`config.mk`:
```
export PLATFORM = sky130hd
export DESIGN_NAME = opn_bus_queue
export DESIGN_NICKNAME = d
export VERILOG_FILES = /design/src/rtl/opn_bus_queue.sv
export SDC_FILE = /design/constraint.sdc
export NUM_CORES = 1
export LEC_CHECK = 0
export CAP_MARGIN = 25
export CORE_MARGIN = 1.5
export CORE_UTILIZATION = 61
export DETAILED_ROUTE_END_ITERATION = 6
export PLACE_DENSITY = 0.95
export SLEW_MARGIN = 30
export SYNTH_ARGS = -nofsm -noshare
export SYNTH_HDL_FRONTEND = slang
export SYNTH_SLANG_ARGS = --single-unit
```
`constraint.sdc`:
```
create_clock -name clk -period 6.1 [get_ports clk]
set_input_delay 0.915 -clock clk [delete_from_list [all_inputs] [get_ports clk]]
set_output_delay 0.915 -clock clk [all_outputs]
set_load 0.05 [all_outputs]
```
`src/rtl/opn_bus_queue.sv`:
```
`default_nettype none
// ============================================================================
// Module      : opn_bus_queue
// Description : CPU-side write queue and bus sequencer for an OPN-style sound
//               chip. CPU writes are buffered in a FIFO and replayed to the
//               chip one at a time, each followed by a recovery wait counted
//               in cen ticks. Reads go out only once the queue has drained.
// Ports       : clk, rst_n (async, active low), cen (chip clock enable)
//               cpu_wr/cpu_rd/cpu_addr/cpu_din  : CPU requests
//               cpu_dout/cpu_rd_valid           : read return
//               cpu_full/cpu_ovf/level          : queue status
//               opn_addr/opn_din/opn_cs_n/opn_wr_n/opn_dout : chip pins
// Revision    : 1.0 - initial release
// ============================================================================
module opn_bus_queue #(
  parameter int DEPTH = 8,
  parameter int AWAIT = 17,
  parameter int DWAIT = 83
) (
  input  logic       clk,
  input  logic       rst_n,
  input  logic       cen,
  input  logic       cpu_wr,
  input  logic       cpu_rd,
  input  logic       cpu_addr,
  input  logic [7:0] cpu_din,
  output logic [7:0] cpu_dout,
  output logic       cpu_rd_valid,
  output logic       cpu_full,
  output logic       cpu_ovf,
  output logic [6:0] level,
  output logic       opn_addr,
  output logic [7:0] opn_din,
  output logic       opn_cs_n,
  output logic       opn_wr_n,
  input  logic [7:0] opn_dout
);

  localparam int         PW      = $clog2(DEPTH);
  localparam logic [6:0] DEPTH_L = 7'(DEPTH);
  localparam logic [7:0] AW      = 8'(AWAIT);
  localparam logic [7:0] DW      = 8'(DWAIT);

  typedef enum logic [1:0] {
    ST_IDLE = 2'd0,
    ST_WR   = 2'd1,
    ST_WAIT = 2'd2,
    ST_RD   = 2'd3
  } state_t;

  state_t        r_state;
  logic [7:0]    r_cnt;
  logic          r_rd_pend;
  logic          r_rd_addr;

  logic [8:0]    r_mem [DEPTH];
  logic [PW-1:0] r_wr_ptr;
  logic [PW-1:0] r_rd_ptr;

  logic          w_push;
  logic          w_pop;
  logic [8:0]    w_head;
  logic [6:0]    w_level_nxt;
  logic [7:0]    w_wait_val;

  // A full queue drops the write even when a pop frees a slot on the same edge.
  assign w_push     = cpu_wr && (level < DEPTH_L);
  assign w_pop      = cen && (r_state == ST_IDLE) && (level != 7'd0);
  assign w_head     = r_mem[r_rd_ptr];
  assign w_wait_val = opn_addr ? DW : AW;

  always_comb begin
    w_level_nxt = level;
    if (w_push && !w_pop) begin
      w_level_nxt = level + 7'd1;
    end else if (!w_push && w_pop) begin
      w_level_nxt = level - 7'd1;
    end
  end

  // Storage needs no reset: occupancy is tracked by the pointers and level.
  always_ff @(posedge clk) begin
    if (w_push) begin
      r_mem[r_wr_ptr] <= {cpu_addr, cpu_din};
    end
  end

  always_ff @(posedge clk or negedge rst_n) begin
    if (!rst_n) begin
      r_wr_ptr <= '0;
      r_rd_ptr <= '0;
      level    <= 7'd0;
      cpu_full <= 1'b0;
      cpu_ovf  <= 1'b0;
    end else begin
      if (w_push) begin
        r_wr_ptr <= r_wr_ptr + 1'b1;
      end
      if (w_pop) begin
        r_rd_ptr <= r_rd_ptr + 1'b1;
      end
      level    <= w_level_nxt;
      cpu_full <= (w_level_nxt == DEPTH_L);
      if (cpu_wr && !w_push) begin
        cpu_ovf <= 1'b1;
      end
    end
  end

  // Bus sequencer. Everything chip-facing advances only on cen ticks; the
  // read-request latch runs at full clk rate so no request is missed.
  always_ff @(posedge clk or negedge rst_n) begin
    if (!rst_n) begin
      r_state      <= ST_IDLE;
      r_cnt        <= 8'd0;
      r_rd_pend    <= 1'b0;
      r_rd_addr    <= 1'b0;
      opn_addr     <= 1'b0;
      opn_din      <= 8'd0;
      opn_cs_n     <= 1'b1;
      opn_wr_n     <= 1'b1;
      cpu_dout     <= 8'd0;
      cpu_rd_valid <= 1'b0;
    end else begin
      cpu_rd_valid <= 1'b0;
      if (cpu_rd && !r_rd_pend) begin
        r_rd_pend <= 1'b1;
        r_rd_addr <= cpu_addr;
      end
      if (cen) begin
        case (r_state)
          ST_IDLE: begin
            // Queued writes always win over a pending read.
            if (level != 7'd0) begin
              opn_addr <= w_head[8];
              opn_din  <= w_head[7:0];
              opn_cs_n <= 1'b0;
              opn_wr_n <= 1'b0;
              r_state  <= ST_WR;
            end else if (r_rd_pend) begin
              opn_addr <= r_rd_addr;
              opn_cs_n <= 1'b0;
              opn_wr_n <= 1'b1;
              r_state  <= ST_RD;
            end
          end
          ST_WR: begin
            opn_cs_n <= 1'b1;
            opn_wr_n <= 1'b1;
            r_cnt    <= w_wait_val;
            r_state  <= (w_wait_val == 8'd0) ? ST_IDLE : ST_WAIT;
          end
          ST_WAIT: begin
            r_cnt <= r_cnt - 8'd1;
            if (r_cnt == 8'd1) begin
              r_state <= ST_IDLE;
            end
          end
          ST_RD: begin
            cpu_dout     <= opn_dout;
            opn_cs_n     <= 1'b1;
            cpu_rd_valid <= 1'b1;
            r_rd_pend    <= 1'b0;
            r_state      <= ST_IDLE;
          end
          default: r_state <= ST_IDLE;
        endcase
      end
    end
  end

endmodule
`default_nettype wire

```
==> results of run 1 <==
==> through the flow <==
step                      total power (W)  setup slack (ns)  hold WS, ns  utilization, %  cells
after floorplan                   0.00205              3.24        0.465               -    335
after global placement            0.00235              2.78        0.455            69.4    479
after detailed placement          0.00241              2.87        0.449            69.7    479
after CTS                         0.00351              3.09        0.433            77.4    511
after global routing              0.00365              3.18        0.461            77.5    511
final                             0.00352              3.25        0.425            77.5    511
==> per-layer routing <==
layer  wire (µm)  GRT usage (%)  vias to the layer above
li1            -              -                     1390
met1        4230           32.9                     1602
met2        6170           48.3                      169
met3         684           6.88                       29
met4         323           13.1                        0
met5           0              0                        -
==> worst paths after layout <==
path	startpoint	end	slack, ns	cells past startpoint
worst max-delay path	level[3]$_DFF_PN0_	level[3]	3.25	1
worst min-delay path	rst_n	r_rd_addr$_DFFE_PN0P_	0.43	1
worst max register to register	level[3]$_DFF_PN0_	r_mem[3][6]$_DFFE_PP_	3.45	3
worst min register to register	cpu_ovf$_DFFE_PN0P_	cpu_ovf$_DFFE_PN0P_	0.48	1
max in group asynchronous	rst_n	opn_din[5]$_DFFE_PN0P_	5.24	1
min in group clk	cpu_ovf$_DFFE_PN0P_	cpu_ovf$_DFFE_PN0P_	0.48	1
==> kinds of logic after synthesis <==
group,share of synthesized area (%)
xor+xnor,1.38
compound gates,6.03
buf+inv,2.27
fa+ha+maj,2.72
mux,13.5
flops,66.0
simple gates,8.18
==> final cells by class <==
cell class | instances | area (µm²)
Clock inverter | 15 | 214
Clock buffer | 17 | 414
Sequential cell | 119 | 3340
Multi-Input combinational cell | 189 | 1640
Inverter | 13 | 48.8
Tap cell | 105 | 131
Fill cell | 430 | 1830
Timing Repair Buffer | 53 | 520
==> layout by cell type, fill, tap and decap left out, types with 11 or more instances in the layout <==
master and n:
edfxtp_1 72, clkdlybuf4s50_1 49, dfrtp_1 45, nor2_1 25
a21oi_1 18, mux4_2 18, nand2_1 16, clkbuf_16 16
inv_1 13, mux2i_1 13, mux2_2 13, ha_1 11
==> flip-flops by register name, summed over array words and instances, names as in the netlist <==
name / cells
r_state: 2
level: 7
opn_wr_n: 1
r_mem: 72
cpu_dout: 8
r_rd_pend: 1
r_cnt: 8
cpu_full: 1
r_rd_addr: 1
cpu_ovf: 1
opn_din: 8
r_rd_ptr: 3
opn_cs_n: 1
cpu_rd_valid: 1
r_wr_ptr: 3
opn_addr: 1
==> power groups by stage <==
stage	registers [W]	logic (W)	clock network, W
2_1_floorplan	0.00141	0.000638	0
3_3_place_gp	0.00119	0.00116	0
3_5_place_dp	0.00120	0.00121	0
4_1_cts	0.00120	0.00125	0.00107
5_1_grt	0.00123	0.00132	0.00110
6_report	0.00121	0.00125	0.00106
==> cell usage after synthesis, types with 2 or more instances <==
master	instances	share of area (%)
edfxtp_1	72	43
xnor2_1	6	1.0
nor2_1	25	1.9
dfrtp_1	45	22
mux2_2	13	2.9
a22o_1	2	0.35
nand4_1	2	0.25
xor2_1	2	0.35
clkbuf_1	7	0.52
nor4_2	2	0.49
o21ai_0	5	0.49
nor3_1	9	0.89
a211oi_1	2	0.30
a21oi_1	18	1.8
nand3_1	5	0.49
o31ai_1	3	0.44
nor2b_1	3	0.37
nand3b_1	2	0.30
mux2i_1	13	2.6
dfstp_2	2	1.0
or4_1	2	0.30
mux4_2	18	8.0
nand2_1	16	1.2
buf_2	5	0.49
nor4_1	2	0.25
nand2b_1	2	0.25
and2_1	2	0.25
ha_1	11	2.7
inv_1	13	0.96
a21o_1	2	0.30
==> results.md, run 1 <==
- Switching pwr: between 0.001 and 0.0015 W
- Min-Delay Path Class: input port to asynchronous set/reset pin
- Final instance area: around 6300 µm²
- Synth cell types: 54
- First-pass GRT wire length: ~18 mm
- Drt total wl: 11.4 mm
- CP max stage delay: 0.89 ns
- Cell Rows: 33
- Crit. End Element: output pin
- Clock Skew: approximately 0.011 ns
- Clock network fraction of design power: 30.1%
- Worst-path clk slew: 0.07 ns
- Die ar.: 8860 µm²
- Routed len/inst: 22.3 µm
- Layout cell share with drive strength beyond 1: between 15 and 20%
- Post-layout min period: about 2.8 ns
- CP max FO: 10
- DRT Pass-1 Iters: 5
- Fmax achieved: approximately 0.35 GHz
- Critical path class: flop to output pin
- Placed instance area: approximately 5700 µm²
- CP top delay family: buffers and inverters
- Die W: approximately 94 µm
- # diodes: 0
- I/O pin count: a little over 50
- DRC: 0
- Comb pwr share: 35.5%
- Power Dens Cells: around 560 nW/µm²
- Syn_nets: 368
- Final HPWL DP: between 6 and 7 mm
- CP required: just over 5 ns
- Skew-Pair Late Insertion Delay: around 0.52 ns
- Post-CTS Hold Fix Bufs: 0
- CTS tree: done
- Area of the mapped netlist: 5060 µm²
- Reg power frac: 34.4%
- Port Buffers: 50
- Via/cell ratio: roughly 6.2
- Inserted Clock Buffers: 17
- H-tree depth: 4
- Seq cells post-synth: between 100 and 150
- Number of synthesized flops with an enable pin: 72
- Fin Setup TNS: 0 ns
- Clk root buf: clkbuf_8
- Switch share: 37.7%
- Crit path max-delay cell type: clkdlybuf4s50_1
- Initial Util: ~62%
- Final Net Count: approximately 430
- Seq/Total Area, Yosys: ~66%
- Slew Limit Fails: 0
- CP Launch Type: flop
- MaxCap Viol Count: 0
- RSZ-0062 raised after global routing: no
- Largest net degree at the start of global routing: 48
- Post-cts resize count: 0
- Initial antenna violation count: 0
- CTS max path bufs: 2
- Tcrit/Tclk final: a little under half
- Avg Inst Size Synth: 15.1 µm²
- Gpl congestion: a little over 0.9
- Hold Vio Cnt, Final: 0
- Rel. slew slack: between 30% and 40%
- Gr ovfl total: 0
- Outcome: completed
- CP arrival: about 1.9 ns
- Worst path cell trace: clkdlybuf4s50_1
- Slew @ Worst Pin: slightly below 1 ns
- Die Height: 94.1 µm
- Routed Antenna Nets: 0
- Core region area: about 8000 µm²
- Vias in the first global route: around 3200
- Initial DRC Count: about 390
- Lkg Pwr: about 2.4 nW
- Main flop type after synthesis: edfxtp_1
- Post-CTS setup buffer count: 0
- Via count: 3190
- GRT Util Overall: between 20 and 30%
- Peak VDD IR: between 300 and 400 µV
- Final Setup Violations: 0
- Yosys warnings: 0
- Pint: 0.00219 W
- Layout area overhead: 24.5%
- Syn Inst Count: between 300 and 400
- Buf+Inv Stages, Crit Path: 1
- Clock Sink Count: roughly 120
- Synth async-reset ratio: approximately 39%
No activity file was read; power rests on OpenSTA's default activity.
==> run 2, diff against run 1 <==
Settings changed: CORE_UTILIZATION 61 to 56, PLACE_DENSITY 0.95 to 0.89.
Clock period 6.1 ns to 2.9 ns, I/O delays scaled along.
==> run 2 against run 1 <==
Sequential cell count unchanged. Die area grew 8.6%. Design area fell by 0.14%. Count of clock-buffer cells in the layout rose by 1. Critical endpoint is now cpu_full$_DFF_PN0_. Largest cell class unchanged. Highest routed layer unchanged.
==> results.md, run 2 (synthesis results as in run 1) <==
- Worst path cell trace: inv_1 -> ha_1 -> nand2_1 -> nor4_1 -> a31oi_1 -> or4_1 -> nor4_2
- Outcome: completed
- Largest register FFs: 72 (unchanged)
- CP Launch Type: flop
- Layout Utilization: 71.9% (-5.7 points)
- Layout area overhead: 24.4%
- DRT Pass-1 Iters: 4 (-1)
- Clk root buf: clkbuf_8
- Min-Delay Path Class: input port to asynchronous set/reset pin
- Post-cts resize count: 0 (unchanged)
- Most common cell after layout, fill and taps aside: edfxtp_1
- CP required: 3.33 ns (-1.85 ns)
- Final HPWL DP: 6.41 mm (-3.4%)
- Fin Setup TNS: 0 ns (unchanged)
- Final Net Count: 437 (+2.6%)
- Lkg Pwr: 2.39 nW (+0.37%)
- RSZ-0062 raised after global routing: no
- Die W: 98.1 µm (+4.2%)
- Via count: 3163 (-0.85%)
- Routed Antenna Nets: 0 (unchanged)
- Largest register by flop count: r_mem
- MaxCap Viol Count: 0 (unchanged)
- First-pass GRT wire length: 17.4 mm (-1.5%)
- Final Setup Violations: 0 (unchanged)
- Post-CTS setup buffer count: 0 (unchanged)
- Die Height: 98.1 µm (+4.2%)
- H-tree depth: 4 (unchanged)
- Via/cell ratio: 6.02 (-3.5%)
- Die ar.: 9620 µm² (+8.6%)
- GRT Util Overall: 24.4% (-3.6 points)
- Post-layout min period: 2.44 ns
- Inserted Clock Buffers: 17 (unchanged)
- Initial Util: 57.8% (-4.5 points)
- Largest net degree at the start of global routing: 48 (unchanged)
- Skew-Pair Late Insertion Delay: 0.52 ns (about the same)
- Buf+Inv Stages, Crit Path: 1 (unchanged)
- Slew Limit Fails: 0 (unchanged)
- Port Buffers: 50 (unchanged)
- Clock Skew: 0.0123 ns (+0.00101 ns)
- Core region area: 8760 µm² (+7.7%)
- Clock Sink Count: 119 (unchanged)
- CP top delay family: simple AND/OR/NAND/NOR gates
- Drt total wl: 10.6 mm (-7.4%)
- Hold WS: 0.474 ns (+0.0493 ns)
- Gpl congestion: 0.874 (-5.9%)
- CP arrival: 2.87 ns (+0.94 ns)
- Crit. End Element: flop
- DRC: 0 (unchanged)
- Placed instance area: 5730 µm² (+1.0%)
- CP max FO: 8 (-2)
- Initial DRC Count: 262 (-33%)
- Gr ovfl total: 0 (unchanged)
- Tcrit/Tclk final: a little over four fifths
- Power Dens Cells: 1120 nW/µm² (+100%)
- CTS max path bufs: 2 (unchanged)
- Initial antenna violation count: 0 (unchanged)
- Cells after DPL: 492 (+2.7%)
- Hold Vio Cnt, Final: 0 (unchanged)
- Routed len/inst: 20.1 µm (-9.9%)
- Non-Filler Instances: 525 (+2.7%)
- Vias in the first global route: 3353 (+3.5%)
- CP max stage delay: 0.54 ns (-0.35 ns)
- Critical path class: flop to flop
- Peak VDD IR: 513 µV (+64%)
- Crit path max-delay cell type: or4_1
- Layout cell share with drive strength beyond 1: 20.1% (+0.69 points)
- # diodes: 0 (unchanged)
- Worst-path clk slew: 0.06 ns (about the same)
- Final instance area: 6300 µm² (-0.14%)
- Most frequent cells in the layout: edfxtp_1, clkdlybuf4s50_1, dfrtp_1
- Fmax achieved: 0.409 GHz
- CTS tree: done
- Rel. slew slack: 57.3% (+22 points)
- Slew @ Worst Pin: 0.640 ns (-0.329 ns)
- Cell Rows: 34 (+3.0%)
- I/O pin count: 51 (unchanged)
## run 2: metal layers
| layer | part of all wire [%] | GRT usage (%) | wire, µm | vias up |
|---|---|---|---|---|
| li1 | - | - | - | 1418 |
| met1 | 42 | 30.6 | 4410 | 1603 |
| met2 | 50 | 39.8 | 5330 | 114 |
| met3 | 5.0 | 5.58 | 523 | 28 |
| met4 | 2.8 | 12.9 | 297 | 0 |
| met5 | 0 | 0 | 0 | - |
## run 2: worst paths after layout
path,startpoint,end,slack (ns),cells past startpoint
setup / recovery,r_state[1]$_DFFE_PN0P_,cpu_full$_DFF_PN0_,0.46,7
hold / removal,rst_n,r_cnt[3]$_DFFE_PN0P_,0.47,2
setup reg to reg,r_state[1]$_DFFE_PN0P_,cpu_full$_DFF_PN0_,0.46,7
hold reg to reg,cpu_ovf$_DFFE_PN0P_,cpu_ovf$_DFFE_PN0P_,0.48,1
max in group asynchronous,rst_n,opn_din[2]$_DFFE_PN0P_,2.01,2
min in group clk,cpu_ovf$_DFFE_PN0P_,cpu_ovf$_DFFE_PN0P_,0.48,1
## run 2: metrics by stage
step	total power, W	worst slack (ns)
after floorplan	0.00431	0.0427
after global placement	0.00496	0.378
after detailed placement	0.00506	0.251
after CTS	0.00707	0.477
after global routing	0.00739	0.272
final	0.00702	0.456
## run 2: repair_timing
action | CTS | global route
hold buffers | 1 | 0
hold endpoints to repair | 45 | 0
endpoints found under the setup margin | 0 | 0
## run 2: where the power goes
part / leakage, nW / internal [W] / switching, W / total, W
clock: 0.261 / 0.00116 / 0.000803 / 0.00196
sequential: 1.20 / 0.00213 / 0.000351 / 0.00248
combinational: 0.929 / 0.00108 / 0.00151 / 0.00258
total: 2.39 / 0.00436 / 0.00266 / 0.00702
## run 2: cell type report
type / count / area, µm²
well taps: 108 / 135
inverters: 13 / 48.8
clock inverters: 14 / 141
fillers: 546 / 2460
repair buffers: 64 / 606
clock buffers: 18 / 418
multi-input cells: 189 / 1610
flip-flops and latches: 119 / 3340
## run 2: worst reg2reg max path: cells and delay by family (launching register included)
family / cells / cell delay (ns)
buffers and inverters: 1 / 0.14
adders and majority gates: 1 / 0.29
and+or+nand+nor: 4 / 1.32
AOI/OAI and AO/OA: 1 / 0.20
DFF: 1 / 0.41
